==> src/rtl/proc_pkg.sv <==
// proc_pkg: definitions shared by the processor-side blocks.
//   - opcode constants for the instruction set
//   - instruction field positions (opcode, rA, rB, imm)
//   - the program-loader state enum
//   - opcode_of(): extracts the opcode field from an instruction word
package proc_pkg;

  // Instruction opcodes (bits [31:24]).
  localparam logic [7:0] OP_IRMOV = 8'h10;
  localparam logic [7:0] OP_ADD   = 8'h20;
  localparam logic [7:0] OP_SUB   = 8'h21;
  localparam logic [7:0] OP_AND   = 8'h32;

  // Instruction field positions.
  localparam int OPC_HI = 31;
  localparam int OPC_LO = 24;
  localparam int RA_HI  = 23;
  localparam int RA_LO  = 20;
  localparam int RB_HI  = 19;
  localparam int RB_LO  = 16;
  localparam int IMM_HI = 15;
  localparam int IMM_LO = 0;

  // Loader states.
  typedef enum logic [1:0] {
    ST_IDLE  = 2'd0,
    ST_LOAD  = 2'd1,
    ST_RUN   = 2'd2,
    ST_ERROR = 2'd3
  } ldr_state_e;

  function automatic logic [7:0] opcode_of(input logic [31:0] word);
    return word[OPC_HI:OPC_LO];
  endfunction

endpackage

==> src/rtl/opcode_check.sv <==
// opcode_check: combinational legality decode of an instruction opcode.
// Ports:
//   opcode  in  8  opcode field of the incoming instruction word
//   legal   out 1  opcode belongs to the supported instruction set
module opcode_check
  import proc_pkg::*;
(
  input  logic [7:0] opcode,
  output logic       legal
);

  always_comb begin
    legal = 1'b0;
    unique case (opcode)
      OP_IRMOV,
      OP_ADD,
      OP_SUB,
      OP_AND:  legal = 1'b1;
      default: legal = 1'b0;
    endcase
  end

endmodule

==> src/rtl/imem_loader.sv <==
// imem_loader: program loader in front of the instruction-memory write port.
// Accepts instruction words over a valid/ready stream, writes them to
// consecutive addresses starting at 0 while the processor is held idle, then
// raises working once the final word has been written.
//
// Optional feature: define IMEM_LOADER_OPCODE_CHECK_EN to reject words whose
// opcode is not in the supported set (block goes to ERROR, word not written).
//
// Ports:
//   clock     in  1         system clock
//   reset_n   in  1         asynchronous active-low reset
//   start     in  1         begin a load (honoured in IDLE / ERROR)
//   halt      in  1         stop execution (honoured in RUN)
//   in_valid  in  1         in_data holds a word
//   in_data   in  DATA_W    instruction word
//   in_last   in  1         final word of the program
//   in_ready  out 1         loader accepts a word this cycle
//   addr      out ADDR_W    instruction-memory write address
//   wEn       out 1         instruction-memory write enable
//   wDat      out DATA_W    instruction-memory write data
//   working   out 1         processor run enable
//   count     out ADDR_W+1  words written in the current or last load
//   error     out 1         load failed (sticky until the next start)
module imem_loader
  import proc_pkg::*;
#(
  parameter int ADDR_W = 9,
  parameter int DATA_W = 32,
  parameter int DEPTH  = 512
) (
  input  logic              clock,
  input  logic              reset_n,
  input  logic              start,
  input  logic              halt,
  input  logic              in_valid,
  input  logic [DATA_W-1:0] in_data,
  input  logic              in_last,
  output logic              in_ready,
  output logic [ADDR_W-1:0] addr,
  output logic              wEn,
  output logic [DATA_W-1:0] wDat,
  output logic              working,
  output logic [ADDR_W:0]   count,
  output logic              error
);

  localparam logic [ADDR_W:0] LAST_IDX = (ADDR_W+1)'(DEPTH - 1);

  ldr_state_e state, nxt;

  logic acc;     // handshake completes this cycle
  logic op_ok;   // accepted word may be written
  logic wr;      // word is written this cycle
  logic at_end;  // accepted word lands on the last writable address
  logic clr;     // start honoured this cycle

`ifdef IMEM_LOADER_OPCODE_CHECK_EN
  opcode_check u_opc (
    .opcode (in_data[OPC_HI:OPC_LO]),
    .legal  (op_ok)
  );
`else
  assign op_ok = 1'b1;
`endif

  // in_ready is a registered decode of LOAD, so the handshake alone implies
  // we are in LOAD.
  assign acc    = in_valid & in_ready;
  assign wr     = acc & op_ok;
  assign at_end = (count == LAST_IDX);
  assign clr    = start & ((state == ST_IDLE) | (state == ST_ERROR));

  always_ff @(posedge clock or negedge reset_n) begin
    if (!reset_n) state <= ST_IDLE;
    else          state <= nxt;
  end

  always_comb begin
    nxt = state;
    unique case (state)
      ST_IDLE:  if (start) nxt = ST_LOAD;
      ST_LOAD: begin
        if (acc) begin
          if (!op_ok)      nxt = ST_ERROR;
          else if (in_last) nxt = ST_RUN;   // exact fit at DEPTH-1 is legal
          else if (at_end)  nxt = ST_ERROR; // overflow; this word still written
        end
      end
      ST_RUN:   if (halt)  nxt = ST_IDLE;
      ST_ERROR: if (start) nxt = ST_LOAD;
      default:  nxt = ST_IDLE;
    endcase
  end

  // Registered outputs. count doubles as the address counter: it always
  // holds the address of the next word to be written.
  always_ff @(posedge clock or negedge reset_n) begin
    if (!reset_n) begin
      addr     <= '0;
      wEn      <= 1'b0;
      wDat     <= '0;
      count    <= '0;
      in_ready <= 1'b0;
      working  <= 1'b0;
      error    <= 1'b0;
    end else begin
      wEn      <= wr;
      if (wr) begin
        addr <= count[ADDR_W-1:0];
        wDat <= in_data;
      end
      if (clr)     count <= '0;
      else if (wr) count <= count + (ADDR_W+1)'(1);
      in_ready <= (nxt == ST_LOAD);
      // Requiring state==RUN delays working by one cycle past the edge that
      // entered RUN, so it never overlaps the final wEn cycle.
      working  <= (state == ST_RUN) & (nxt == ST_RUN);
      error    <= (nxt == ST_ERROR);
    end
  end

endmodule

==> config.mk <==
export PLATFORM = sky130hd
export DESIGN_NAME = imem_loader
export DESIGN_NICKNAME = d
export VERILOG_FILES = /design/src/rtl/proc_pkg.sv /design/src/rtl/opcode_check.sv /design/src/rtl/imem_loader.sv
export SDC_FILE = /design/constraint.sdc
export NUM_CORES = 1
export LEC_CHECK = 0
export BUFFER_PORTS_ARGS = -buffer_cell sky130_fd_sc_hd__buf_2
export CORE_AREA = 2 2 81 68
export DETAILED_ROUTE_END_ITERATION = 16
export DIE_AREA = 0 0 83 70
export GPL_TIMING_DRIVEN = 0
export PLACE_DENSITY = 0.76
export SYNTH_ARGS = -nofsm -noshare
export SYNTH_HDL_FRONTEND = slang
export SYNTH_SLANG_ARGS = --single-unit
==> constraint.sdc <==
create_clock -name clock -period 1.99 [get_ports clock]
set_input_delay 0.2985 -clock clock [delete_from_list [all_inputs] [get_ports clock]]
set_output_delay 0.2985 -clock clock [all_outputs]
set_load 0.1 [all_outputs]
==> key figures <==
Synth
  – Post-Syn Nets: 288
  – Async SR Flop Fraction: 1.00
  – Post-synthesis cell area: 0.00231 sq mm
  – Mapped Cells: 247
  – EDFF count, synth: 0
  – Most frequent cell after synthesis: nand2_1
  – Top-area cell type share of the netlist area: 0.617
  – Synth area leader: dfrtp_1
  – Sequential area share after synthesis: 0.617
  – Ranking of synthesized cells by area: dfrtp_1 (62%), nand2_1 (20%), xnor2_1 (1.9%), ha_1 (1.6%), nor2_1 (1.5%)
  – Syn avg cell area: 9.36 sq um
  – Synth cell types: 27
  – Synth cell count leaders: nand2_1 (124), dfrtp_1 (57), nor2_1 (9)
  – Register bit count reported by yosys: 57
  – Top_reg_cell synth: dfrtp_1
  – Synth warn: 0

GRT
  – GR Util All Layers: 0.188
  – Vias in the first global route: 1833
  – Antenna violations before repair: 0
  – Largest net degree at the start of global routing: 58
  – GR Overflow Total: 0
  – First-pass GRT wire length: 8560 um

CTS
  – Clock root cell: clkbuf_8
  – Clock latency on the worst-skew pair: 320 ps
  – CTS max path bufs: 2
  – CTS H-tree depth: 3
  – CTS resizes: 0
  – Clock Pin Slew Worst Setup and Hold Paths: 60 ps
  – Hold buffers post-CTS: 0
  – CTS tree: done
  – CTS sink count: 57
  – # Post-CTS Setup Buffers: 0
  – CTS Buf Count: 9

Critical path
  – Most common cell on crit path: inv_1
  – Critical R2R Launch: state[0]$_DFF_PN0_
  – Worst path cell trace: inv_1 -> ha_1 -> inv_1 -> o221ai_1 -> a221o_2 -> and3_1
  – Worst reg2reg path depth: 6
  – Crit start category: flop
  – Crit Path Category: flop to flop
  – R2R setup slack: 310 ps
  – WP buf/inv: 2
  – Critical path's slowest cell: a221o_2
  – Reg-to-reg endpoint: working$_DFF_PN0_
  – CP arrival: 1900 ps
  – Largest stage delay on the critical path: 430 ps
  – CP required: 2210 ps
  – Setup crit end kind: flop
  – Top cell family by delay on the critical path: compound AO/OA/AOI/OAI gates
  – Worst Path Max Fanout: 4

Route
  – Drt drc: 0
  – DR pass1 iterations: 4
  – DR vias/cell: 4.66
  – ANT nets after route: 0
  – Via Count: 1959
  – Final WL: 5080 um
  – DR iter-0 viols: 81
  – Post-DR wirelength/cell: 12.1 um

Timing
  – Final period util: 0.844
  – Final setup vio count: 0
  – Slew Limit Fails: 0
  – Unrepaired setup endpoints after global routing: false
  – FMAX: 595 MHz
  – Slew margin rel.: 0.536
  – Hold Violations, Final: 0
  – Final min period: 1680 ps
  – Post-Route Skew: 5.31 ps
  – WHS: 7.94 ps
  – Slew @ Worst Pin: 696 ps
  – Fin Setup TNS: 0 ps

Place
  – Gpl congestion: 0.884
  – Placed cell areas: 0.00286 sq mm
  – I/O Buffers: 92
  – Detailed placer's ending HPWL: 3660 um

Layout
  – NumNets Final: 391
  – Fraction of layout cells with a size suffix above 1: 0.341
  – Ant diodes: 0
  – Fin util: 0.594
  – # fillers: 474
  – Area growth syn-to-layout: 32.1%
  – Fin area: 0.00305 sq mm

Die
  – Die outline width: 83 um
  – Starting Density: 0.450
  – Total die area: 0.00581 sq mm
  – IO Pins: 93
  – Placeable Area: 0.00513 sq mm
  – Row cnt: 24
  – Die Y: 70 um

Outcome
  – Status: finished, final reports clean

Hold path
  – Path category of the worst min-delay check: input pin to async pin

Run
  – Maxcap violations: 0
## logic make-up (layout without fill, tap and decap cells)
logic type,count (synthesis),count (layout),share of synthesized area
and+or+nand+nor,152,152,0.277
DFF,57,57,0.617
buffers and inverters,18,126,0.0319
AOI/OAI and AO/OA,9,9,0.0271
xor gates and xnor gates,8,8,0.0303
adders and majority gates,3,3,0.0162
## cells in the final DEF, fill, tap and decap left out, drive strengths merged
| cell | netlist | routed |
|---|---|---|
| a21oi | 2 | 2 |
| a221o | 1 | 1 |
| and2 | 1 | 1 |
| and3 | 2 | 2 |
| buf | 5 | 97 |
| clkbuf | 5 | 19 |
| clkinv | 0 | 2 |
| dfrtp | 57 | 57 |
| ha | 3 | 3 |
| inv | 8 | 8 |
| nand2 | 125 | 125 |
| nand3 | 4 | 4 |
| nand4 | 4 | 4 |
| nor2 | 9 | 9 |
| nor2b | 1 | 1 |
| nor3 | 4 | 4 |
| nor4 | 1 | 1 |
| o21ai | 3 | 3 |
| o221ai | 1 | 1 |
| o311ai | 2 | 2 |
| or3 | 1 | 1 |
| xnor2 | 5 | 5 |
| xor2 | 3 | 3 |
## registers in the layout (all words and copies together), names as in the netlist
signal	flops
count	10
wDat	32
in_ready	1
addr	9
working	1
state	2
wEn	1
error	1
## layer usage
layer | vias up | GRT usage | wire, um
li1 | 980 | - | -
met1 | 900 | 0.246 | 2330
met2 | 65 | 0.277 | 2340
met3 | 14 | 0.0697 | 279
met4 | 0 | 0.0947 | 119
met5 | - | 0 | 0
## worst max path at each step
stage                         startpoint                 to  cells past startpoint
global route        count[0]$_DFFE_PN0P_  working$_DFF_PN0_                      5
CTS                   state[0]$_DFF_PN0_  working$_DFF_PN0_                      6
detailed placement    state[0]$_DFF_PN0_  working$_DFF_PN0_                      6
finish                state[0]$_DFF_PN0_  working$_DFF_PN0_                      6
global placement    count[0]$_DFFE_PN0P_  working$_DFF_PN0_                      5
floorplan           count[6]$_DFFE_PN0P_  working$_DFF_PN0_                      4
## worst reg2reg max path, delay by kind of cell, from the launching register on
| kind | cells | cell delay [ps] |
|---|---|---|
| and+or+nand+nor | 1 | 170 |
| AOI/OAI and AO/OA | 2 | 550 |
| DFF | 1 | 380 |
| buffers and inverters | 2 | 150 |
| adders and majority gates | 1 | 320 |
## per-stage QoR
stage,cells,setup slack [ps]
floorplan,247,7.33
global placement,404,362
detailed placement,404,309
CTS,420,300
global route,420,199
finish,420,311
## layout make-up
cell class              instances  area, sq um  share of cell area
clock inverters                 2         10.0             0.00328
inverters                       8         30.0             0.00984
well taps                      65         81.3              0.0267
plain buffers                  10         43.8              0.0144
clock buffers                  14          183              0.0599
multi-input cells             172          811               0.266
repair buffers                 92          463               0.152
flip-flops and latches         57         1430               0.469
Power is not shown: default switching activity piles up to over one toggle a cycle in this logic, so the estimate is an artifact.
